$ cat src/rtl/adder_pipelined_if.sv
`default_nettype none
// ============================================================================
//  Module   : adder_pipelined_if
//  Purpose  : Operand/result handshake bundle for adder_pipelined.
//             The producer side (master) offers operands and takes results;
//             the adder (slave) accepts operands and presents results.
//  Revision : 1.0 - initial release
// ============================================================================
interface adder_pipelined_if #(
  parameter int WIDTH = 17
);
  // Operand side
  logic             in_valid;
  logic             in_ready;
  logic [WIDTH-1:0] a;
  logic [WIDTH-1:0] b;
  logic             sub;
  logic             cin;

  // Result side
  logic             out_valid;
  logic             out_ready;
  logic [WIDTH-1:0] sum;
  logic             cout;
  logic             ovf;

  modport master (
    output in_valid, a, b, sub, cin, out_ready,
    input  in_ready, out_valid, sum, cout, ovf
  );

  modport slave (
    input  in_valid, a, b, sub, cin, out_ready,
    output in_ready, out_valid, sum, cout, ovf
  );
endinterface
`default_nettype wire

$ cat src/rtl/adder_pipelined.sv
`default_nettype none
// ============================================================================
//  Module   : adder_pipelined
//  Purpose  : Carry-segmented pipelined adder/subtractor with valid/ready
//             handshake. The WIDTH-bit carry chain is split into STAGES
//             segments of SW = ceil(WIDTH/STAGES) bits; each compute stage
//             resolves one segment and hands its carry to the next stage.
//             Stage 0 is the operand register, stage STAGES is the output
//             register. The whole pipe advances together (global stall).
//  Revision : 1.0 - initial release
// ============================================================================
module adder_pipelined #(
  parameter int WIDTH  = 17,
  parameter int STAGES = 2
) (
  input  logic            clk,
  input  logic            rst_n,
  adder_pipelined_if.slave bus
);

  // Segment width: the widest carry chain any single stage has to resolve.
  localparam int SW = (WIDTH + STAGES - 1) / STAGES;

  // --------------------------------------------------------------------------
  // Elaboration-time parameter sanity
  // --------------------------------------------------------------------------
  if (WIDTH < 1 || WIDTH > 256) begin : g_bad_width
    $error("adder_pipelined: WIDTH=%0d outside 1..256", WIDTH);
  end

  if (STAGES < 1 || STAGES > WIDTH) begin : g_bad_stages
    $error("adder_pipelined: STAGES=%0d outside 1..WIDTH", STAGES);
  end

  // Every segment must hold at least one bit; otherwise the last stage would
  // have nothing to add and the latency would no longer match STAGES.
  if (((WIDTH + SW - 1) / SW) != STAGES) begin : g_empty_segment
    $error("adder_pipelined: WIDTH=%0d STAGES=%0d leaves an empty segment",
           WIDTH, STAGES);
  end

  // --------------------------------------------------------------------------
  // Declarations
  // --------------------------------------------------------------------------
  // Index k of the pipe arrays is the register bank feeding compute stage k+1:
  // index 0 is the operand register, higher indices are the skew banks.
  logic             adv;                 // whole pipe moves this edge
  logic             valid_q  [STAGES];   // per-bank valid bits
  logic             out_valid_q;         // output-register valid bit

  logic [WIDTH-1:0] a_q      [STAGES];   // operand A (skewed; sign kept)
  logic [WIDTH-1:0] b_q      [STAGES];   // operand B, already inverted for sub
  logic             carry_q  [STAGES];   // carry into the next segment
  logic [WIDTH-1:0] acc_q    [STAGES];   // finished low segments (deskew)

  logic [WIDTH-1:0] acc_nx   [STAGES];   // bank k after its segment is added
  logic             carry_nx [STAGES];   // carry out of segment k

  logic [WIDTH-1:0] sum_q;
  logic             cout_q;
  logic             ovf_q;

  logic [WIDTH-1:0] b_prep;              // b' = sub ? ~b : b
  logic             c_prep;              // c0 = sub ? ~cin : cin
  logic             ovf_nx;

  // --------------------------------------------------------------------------
  // Handshake
  // --------------------------------------------------------------------------
  // The pipe only stops when a presented result is being refused; a bubble at
  // the output never blocks the input.
  assign adv           = !out_valid_q || bus.out_ready;
  assign bus.in_ready  = adv;
  assign bus.out_valid = out_valid_q;
  assign bus.sum       = sum_q;
  assign bus.cout      = cout_q;
  assign bus.ovf       = ovf_q;

  // --------------------------------------------------------------------------
  // Operand preparation
  // --------------------------------------------------------------------------
  // Subtraction is a + ~b + ~cin, so a borrow-in becomes a missing +1 and the
  // final carry-out reads as "no borrow".
  assign b_prep = bus.sub ? ~bus.b   : bus.b;
  assign c_prep = bus.sub ? ~bus.cin : bus.cin;

  // --------------------------------------------------------------------------
  // Per-segment adders
  // --------------------------------------------------------------------------
  for (genvar k = 0; k < STAGES; k++) begin : g_seg
    localparam int LO    = k * SW;
    localparam int HI_EX = ((k + 1) * SW < WIDTH) ? (k + 1) * SW : WIDTH;
    localparam int SEGW  = HI_EX - LO;
    localparam int HI    = LO + SEGW - 1;
    localparam logic [WIDTH-1:0] MASK = WIDTH'({SEGW{1'b1}}) << LO;

    logic [SEGW:0] seg;

    // One (SEGW+1)-bit add: segment of a, segment of b', carry from below.
    assign seg = {1'b0, a_q[k][HI:LO]}
               + {1'b0, b_q[k][HI:LO]}
               + {{SEGW{1'b0}}, carry_q[k]};

    // Merge this segment's sum into the partial result travelling with it.
    assign acc_nx[k]   = (acc_q[k] & ~MASK) | (WIDTH'(seg[SEGW-1:0]) << LO);
    assign carry_nx[k] = seg[SEGW];
  end

  // Signed overflow: operands of equal sign produced a sum of the other sign.
  assign ovf_nx = (a_q[STAGES-1][WIDTH-1] == b_q[STAGES-1][WIDTH-1])
               && (acc_nx[STAGES-1][WIDTH-1] != a_q[STAGES-1][WIDTH-1]);

  // --------------------------------------------------------------------------
  // Sequential logic
  // --------------------------------------------------------------------------
  // Datapath banks: no reset needed, they only move when the pipe advances.
  always_ff @(posedge clk) begin
    if (adv) begin
      a_q[0]     <= bus.a;
      b_q[0]     <= b_prep;
      carry_q[0] <= c_prep;
      acc_q[0]   <= '0;
      for (int k = 1; k < STAGES; k++) begin
        a_q[k]     <= a_q[k-1];
        b_q[k]     <= b_q[k-1];
        carry_q[k] <= carry_nx[k-1];
        acc_q[k]   <= acc_nx[k-1];
      end
    end
  end

  // Valid bits and output register: cleared asynchronously, advance together.
  always_ff @(posedge clk or negedge rst_n) begin
    if (!rst_n) begin
      for (int k = 0; k < STAGES; k++) begin
        valid_q[k] <= 1'b0;
      end
      out_valid_q <= 1'b0;
      sum_q       <= '0;
      cout_q      <= 1'b0;
      ovf_q       <= 1'b0;
    end else if (adv) begin
      valid_q[0] <= bus.in_valid;
      for (int k = 1; k < STAGES; k++) begin
        valid_q[k] <= valid_q[k-1];
      end
      out_valid_q <= valid_q[STAGES-1];
      sum_q       <= acc_nx[STAGES-1];
      cout_q      <= carry_nx[STAGES-1];
      ovf_q       <= ovf_nx;
    end
  end

endmodule
`default_nettype wire

$ cat src/flat_wrapper.sv
// flat-port wrapper written by rule: the top's interface ports become plain ports
module adder_pipelined_flat 
#(
  parameter int WIDTH  = 17,
  parameter int STAGES = 2
)
  (clk, rst_n, bus_in_valid, bus_a, bus_b, bus_sub, bus_cin, bus_out_ready, bus_in_ready, bus_out_valid, bus_sum, bus_cout, bus_ovf);
  adder_pipelined_if #(.WIDTH(WIDTH)) bus_i ();
  input  logic clk;
  input  logic rst_n;
  input wire logic [$bits(bus_i.in_valid)-1:0] bus_in_valid;
  input wire logic [$bits(bus_i.a)-1:0] bus_a;
  input wire logic [$bits(bus_i.b)-1:0] bus_b;
  input wire logic [$bits(bus_i.sub)-1:0] bus_sub;
  input wire logic [$bits(bus_i.cin)-1:0] bus_cin;
  input wire logic [$bits(bus_i.out_ready)-1:0] bus_out_ready;
  output wire logic [$bits(bus_i.in_ready)-1:0] bus_in_ready;
  output wire logic [$bits(bus_i.out_valid)-1:0] bus_out_valid;
  output wire logic [$bits(bus_i.sum)-1:0] bus_sum;
  output wire logic [$bits(bus_i.cout)-1:0] bus_cout;
  output wire logic [$bits(bus_i.ovf)-1:0] bus_ovf;
  assign bus_i.in_valid = bus_in_valid;
  assign bus_i.a = bus_a;
  assign bus_i.b = bus_b;
  assign bus_i.sub = bus_sub;
  assign bus_i.cin = bus_cin;
  assign bus_i.out_ready = bus_out_ready;
  assign bus_in_ready = bus_i.in_ready;
  assign bus_out_valid = bus_i.out_valid;
  assign bus_sum = bus_i.sum;
  assign bus_cout = bus_i.cout;
  assign bus_ovf = bus_i.ovf;
  adder_pipelined #(.WIDTH(WIDTH), .STAGES(STAGES)) u_core (.clk(clk), .rst_n(rst_n), .bus(bus_i));
endmodule
$ cat config.mk
export PLATFORM = sky130hd
export DESIGN_NAME = adder_pipelined_flat
export DESIGN_NICKNAME = d
export VERILOG_FILES = /design/src/rtl/adder_pipelined_if.sv /design/src/rtl/adder_pipelined.sv /design/src/flat_wrapper.sv
export SDC_FILE = /design/constraint.sdc
export NUM_CORES = 1
export LEC_CHECK = 0
export ABC_AREA = 1
export CAP_MARGIN = 20
export CORE_MARGIN = 3
export CORE_UTILIZATION = 40
export CTS_CLUSTER_SIZE = 24
export DETAILED_ROUTE_END_ITERATION = 10
export HOLD_SLACK_MARGIN = 0.08
export PLACE_DENSITY_LB_ADDON = 0.2
export SYNTH_ARGS = -nofsm -noshare
export SYNTH_HDL_FRONTEND = slang
export SYNTH_SLANG_ARGS = --single-unit
$ cat constraint.sdc
create_clock -name clk -period 2.69 [get_ports clk]
set_input_delay 0.269 -clock clk [delete_from_list [all_inputs] [get_ports clk]]
set_output_delay 0.269 -clock clk [all_outputs]
set_load 0.02 [all_outputs]
==> metrics.txt, run 1 <==
grt met2 use 16.6%; Clock Skews 0.00864 ns; sequential share of the synthesized area 65.1%; # hold bufs at CTS 0; Layout Utilization 52.7%; layout cell share with drive strength beyond 1 8.20%; post-DP HPWL 4.16 mm; Hold Crit Class input pin to async pin; clock sink count 83; setup_tns 0 ns; crit path max fanout 3; Max Clk Rate 0.497 GHz; row count 34; most used cell along the critical path nand2_1; area of the multi-input gates 1160 um2; postcts setup bufs 0; clk buf depth 2; Non-Filler Instances 486; Final period util 74.8%; vias in the first global route 2063; initial antenna violation count 0; ANT nets after route 0; post-cts resize count 0; status complete, no violations; Least-Margin Pin Slew 0.386 ns; full die area 10300 um2; pin count of the biggest net entering global routing 81; synthesis-stage register bit count 83; yosys warns 0; gr usage total 11.9%; critical path cell sequence fa_1 > fa_1 > nand3_1 > nand2_2 > nand4_1 > nand2_1 > nand2_1 > nand2_1; DRC viols 0; GRT overflow 0; fin. max-slew vios 0; CTS H-tree lvls 3; CP max stage cell fa_1; max-capacitance violation count 0; die width 102 um; first-pass GRT wire length 9.40 mm; Initial Util 41.5%; max_slew headroom 74.3%; worst path arrival time 2.11 ns; Hold Fails Final Rpt 0; Nets 432; drt first pass iters 4; syn_nets 363; sw power 1.52 mW; met1 usage 16.7%; DP Worst Slack 0.682 ns; TritonCTS clock tree built; synthesized area 3660 um2; synth unique cells 28; DR vias 2216; met3 Use GR 3.10%; FILL cells 788; crit-path max cell delay 0.50 ns; Syn Inst Count 304; # placed instances 470; R2R cell count 8; Initial DRC Count 82; Ports 61; start of the worst register-to-register path u_core.a_q[0][0]; via density per instance 4.56; placed cell area 4400 um2; CTS Buf Count 9; clock latency on the worst-skew pair 0.35 ns; critical path capture point type register; GPL Wtd Cong 0.806; Final Critical Period 2.01 ns; DR WL/cell 12.0 um; Pwr Density 1010 nW/um2; WP data required 2.79 ns; final instance area 4640 um2; Die Y 102 um; RSZ-0062 raised after global routing no; ANT cells 0; mean post-synth cell area 12.0 um2; Clk pin slew, worst setup/hold paths 0.08 ns; CP Class register to register; Sequential cell area 2380 um2; Leak 1.98 nW; internal power 3.17 mW; Sw Ratio 32.4%; final wirelength 5.82 mm; VDD IR max 0.358 mV; GR peak layer met1; port bufs 60; core area 8810 um2; Final Setup Violations 0; clock share of power 22.6%; Comb pwr share 34.2%; final setup margin 0.678 ns; synthesis-to-finish area growth 26.8%; Seq pwr share 43.2%; Reg-to-Reg End u_core.acc_q[0][25]; CTS root buffer clkbuf_8; flop2flop setup slack 0.68 ns; crit path launch type register
## worst max-delay path, delay by kind of cell (launching register included)
kind	cells	cell delay, ns
and+or+nand+nor	6	0.43
adders and majority gates	2	0.92
DFF	1	0.42
## Yosys cell counts, drive strengths merged
master  count  share of area [%]
dfrtp      22                 15
xor2       22                5.3
edfxtp     61                 50
a21oi      11                1.9
xnor2       2               0.48
nor3        1               0.27
nand3      17                2.5
nor2       11                1.4
fa          4                2.2
or2         1               0.17
nand2      96                 10
o21bai      1               0.21
o21ai       7               0.96
o21a        1               0.21
ha         15                5.1
buf         6                1.1
inv        21                2.2
nand4       5               0.86
## logic make-up after synthesis
logic type / count (synthesis) / synth area share, %
compound gates: 20 / 3.28
fa+ha+maj: 19 / 7.32
xor+xnor: 24 / 5.75
buf+inv: 27 / 3.22
simple gates: 131 / 15.3
flops: 83 / 65.1
## state kept, by name, summed over array words and instances (netlist names)
| signal | flops |
|---|---|
| u_core.bus.out_valid | 1 |
| u_core.b_q | 25 |
| u_core.bus.ovf | 1 |
| u_core.bus.cout | 1 |
| u_core.acc_q | 9 |
| u_core.valid_q | 2 |
| u_core.carry_q | 2 |
| u_core.a_q | 25 |
| u_core.bus.sum | 17 |
## worst max path at each step
| stage | start | end | depth (start not counted) |
|---|---|---|---|
| global route | u_core.a_q[0][0] | u_core.acc_q[0][25] | 8 |
| CTS | u_core.a_q[0][0] | u_core.acc_q[0][25] | 8 |
| detailed placement | u_core.a_q[0][0] | u_core.acc_q[0][25] | 8 |
| floorplan | u_core.bus.out_valid | u_core.a_q[0][0] | 4 |
| global placement | u_core.a_q[0][0] | u_core.acc_q[0][25] | 8 |
| finish | u_core.a_q[0][0] | u_core.acc_q[0][25] | 8 |
## cells in the final DEF, fill, tap and decap left out, drive strengths merged, types with 2 or more instances in the layout
cell | Yosys | layout
o21ai | 7 | 7
nand3 | 17 | 17
bufinv | 0 | 3
buf | 6 | 4
inv | 21 | 22
nand4 | 5 | 5
clkdlybuf4s50 | 0 | 60
xor2 | 22 | 22
clkbuf | 0 | 10
nand2 | 96 | 96
fa | 4 | 4
edfxtp | 61 | 61
nor2 | 11 | 11
ha | 15 | 15
clkinv | 0 | 2
xnor2 | 2 | 2
a21oi | 11 | 11
dfrtp | 22 | 22
## metrics by stage
| step | hold slack [ns] | power, mW |
|---|---|---|
| finish | 0.263 | 4.69 |
| global route | 0.296 | 5.00 |
| CTS | 0.267 | 4.75 |
| detailed placement | 0.405 | 3.68 |
| global placement | 0.403 | 3.65 |
| floorplan | -0.0266 | 3.06 |
## final cells by class
cell class,count,area share (%)
flip-flops and latches,83,51.4
multi-input cells,194,25.0
repair buffers,64,13.9
well taps,108,2.91
clock buffers,10,2.75
clock inverters,6,2.43
inverters,21,1.70
## power groups by stage
stage / sequential, mW / clock, mW / combinational, mW
global placement: 2.05 / 0 / 1.60
global route: 2.07 / 1.13 / 1.79
detailed placement: 2.06 / 0 / 1.62
finish: 2.02 / 1.06 / 1.61
CTS: 2.03 / 1.09 / 1.63
floorplan: 2.21 / 0 / 0.853
## per-layer routing
metal / wire length [um] / vias to the layer above
li1: - / 1165
met1: 2900 / 983
met2: 2480 / 59
met3: 352 / 9
met4: 90 / 0
met5: 0 / -
Note: power is estimated with default switching activity, not from simulation.
==> inputs of run 2 (changes only) <==
==> constraint.sdc (replaced) <==
create_clock -name clk -period 1.67 [get_ports clk]
set_input_delay 0.167 -clock clk [delete_from_list [all_inputs] [get_ports clk]]
set_output_delay 0.167 -clock clk [all_outputs]
set_load 0.02 [all_outputs]
==> run 2 against run 1 <==
- the flow now finishes with violations (setup timing)
- global-route usage rose by 0.49 points
- count of clock-buffer cells in the layout rose by 2
- total power rose by 64%
- combinational power rose by 78%
- fmax rose by 9.6%
- first-iteration DRC count rose by 18%
==> metrics.txt, run 2 (same netlist as run 1, synthesis figures left out) <==
Fin Hold WS 0.158 ns (-0.105 ns); worst path arrival time 1.94 ns (-0.17 ns); CP Class register to register; max-capacitance violation count 0 (unchanged); port bufs 60 (unchanged); violated checks setup timing; crit path max fanout 3 (unchanged); max_slew headroom 73.5% (-0.80 points); crit-path max cell delay 0.41 ns (-0.09 ns); CTS Buf Count 9 (unchanged); ANT nets after route 0 (unchanged); Hold Fails Final Rpt 0 (unchanged); Non-Filler Instances 494 (+1.6%); drt first pass iters 4 (unchanged); Least-Margin Pin Slew 0.398 ns (+0.0120 ns); critical path capture point type register; # hold bufs at CTS 0 (unchanged); row count 34 (unchanged); clock latency on the worst-skew pair 0.35 ns (about the same); buffers and inverters on the worst path 1 (+1); DR WL/cell 12.6 um (+5.0%); Leak 2.04 nW (+2.7%); CTS root buffer clkbuf_8; Ports 61 (unchanged); pin count of the biggest net entering global routing 81 (unchanged); # placed instances 476 (+1.3%); full die area 10300 um2 (unchanged); R2R cell count 6 (-2); layout cell share with drive strength beyond 1 14.8% (+6.6 points); clk buf depth 2 (unchanged); DR vias 2263 (+2.1%); crit path launch type register; clock sink count 83 (unchanged); via density per instance 4.58 (+0.47%); TritonCTS clock tree built; Max Clk Rate 0.545 GHz (+9.6%); core area 8810 um2 (unchanged); VDD IR max 0.606 mV (+69%); RSZ-0062 raised after global routing yes; status finished, violations left; Hold Crit Class input pin to async pin; synthesis-to-finish area growth 30.6%; Clk pin slew, worst setup/hold paths 0.09 ns (about the same); Initial DRC Count 97 (+18%); initial antenna violation count 0 (unchanged); most used cell along the critical path fa_2; final wirelength 6.21 mm (+6.7%); Top Family by Delay on Critical Path adder cells; vias in the first global route 2145 (+4.0%); Clock Skews 0.0131 ns (+0.00449 ns); most common cell after layout, fill and taps aside nand2_1; final setup margin -0.166 ns (-0.844 ns); CTS H-tree lvls 3 (unchanged); DRC viols 0 (unchanged); GRT overflow 0 (unchanged); fin. max-slew vios 0 (unchanged); critical path cell sequence fa_2 > fa_2 > nand3_2 > nand2_2 > buf_4 > xor2_1; Total Power 7.68 mW (+64%); Initial Util 41.5% (unchanged); Final period util 110% (+35 points); most frequent cells in the layout 90 x nand2_1, 61 x edfxtp_1, 59 x clkdlybuf4s50_1; CP max stage cell edfxtp_1; GPL Wtd Cong 0.801 (-0.68%); Die Y 102 um (unchanged); Final Setup Violations 9 (+9); Final Critical Period 1.84 ns (-0.176 ns); flop2flop setup slack -0.17 ns (-0.84 ns); gr usage total 12.3% (+0.49 points); WP data required 1.77 ns (-1.02 ns); die width 102 um (unchanged); ANT cells 0 (unchanged); Nets 440 (+1.9%); Pwr Density 1610 nW/um2 (+59%); post-DP HPWL 4.39 mm (+5.4%); first-pass GRT wire length 9.89 mm (+5.1%); number of cells on the critical path 6 (-2)
run 2: final cells by class:
cell class	count	area [um2]
Clock buffer	12	166
Inverter	21	78.8
Sequential cell	83	2380
Clock inverter	4	56.3
Fill cell	783	4030
Timing Repair Buffer	72	722
Tap cell	108	135
Multi-Input combinational cell	194	1230
run 2: metal layers:
layer / up-vias / wire length (um) / global-route usage (%)
met4: 0 / 123 / 5.21
met3: 11 / 314 / 3.17
met2: 58 / 2620 / 17.7
met5: - / 0 / 0
li1: 1172 / - / -
met1: 1022 / 3150 / 17.8
run 2: power breakdown:
part	internal [mW]	leakage, nW	switching (mW)
registers	3.00	0.882	0.267
logic	1.25	1.04	1.62
clock network	0.832	0.112	0.710
run 2: final timing paths:
| path | start | to |
|---|---|---|
| max reg2reg | u_core.a_q[0][0] | u_core.acc_q[0][21] |
| min in group clk | bus_a[15] | u_core.a_q[0][15] |
| max | u_core.a_q[0][0] | u_core.acc_q[0][21] |
| min | rst_n | u_core.bus.sum[6] |
| min reg2reg | u_core.a_q[0][15] | u_core.a_q[0][32] |
| max in group asynchronous | rst_n | u_core.bus.out_valid |
run 2: stage by stage:
step | worst slack (ns) | utilization (%) | area, um2 | TNS (ns)
finish | -0.166 | 54.2 | 4780 | -0.719
global route | -0.251 | 54.2 | 4780 | -1.42
CTS | -0.164 | 53.5 | 4710 | -0.698
detailed placement | -0.155 | 50.8 | 4470 | -0.434
global placement | -0.127 | 50.8 | 4470 | -0.286
floorplan | -0.103 | - | 3670 | -0.220
run 2: timing repair:
action / in CTS / in global routing
pin swaps: 6 / 10
cloned: 0 / 0
setup endpoints to repair: 11 / 13
buffers inserted: 1 / 2
resized for setup: 5 / 13
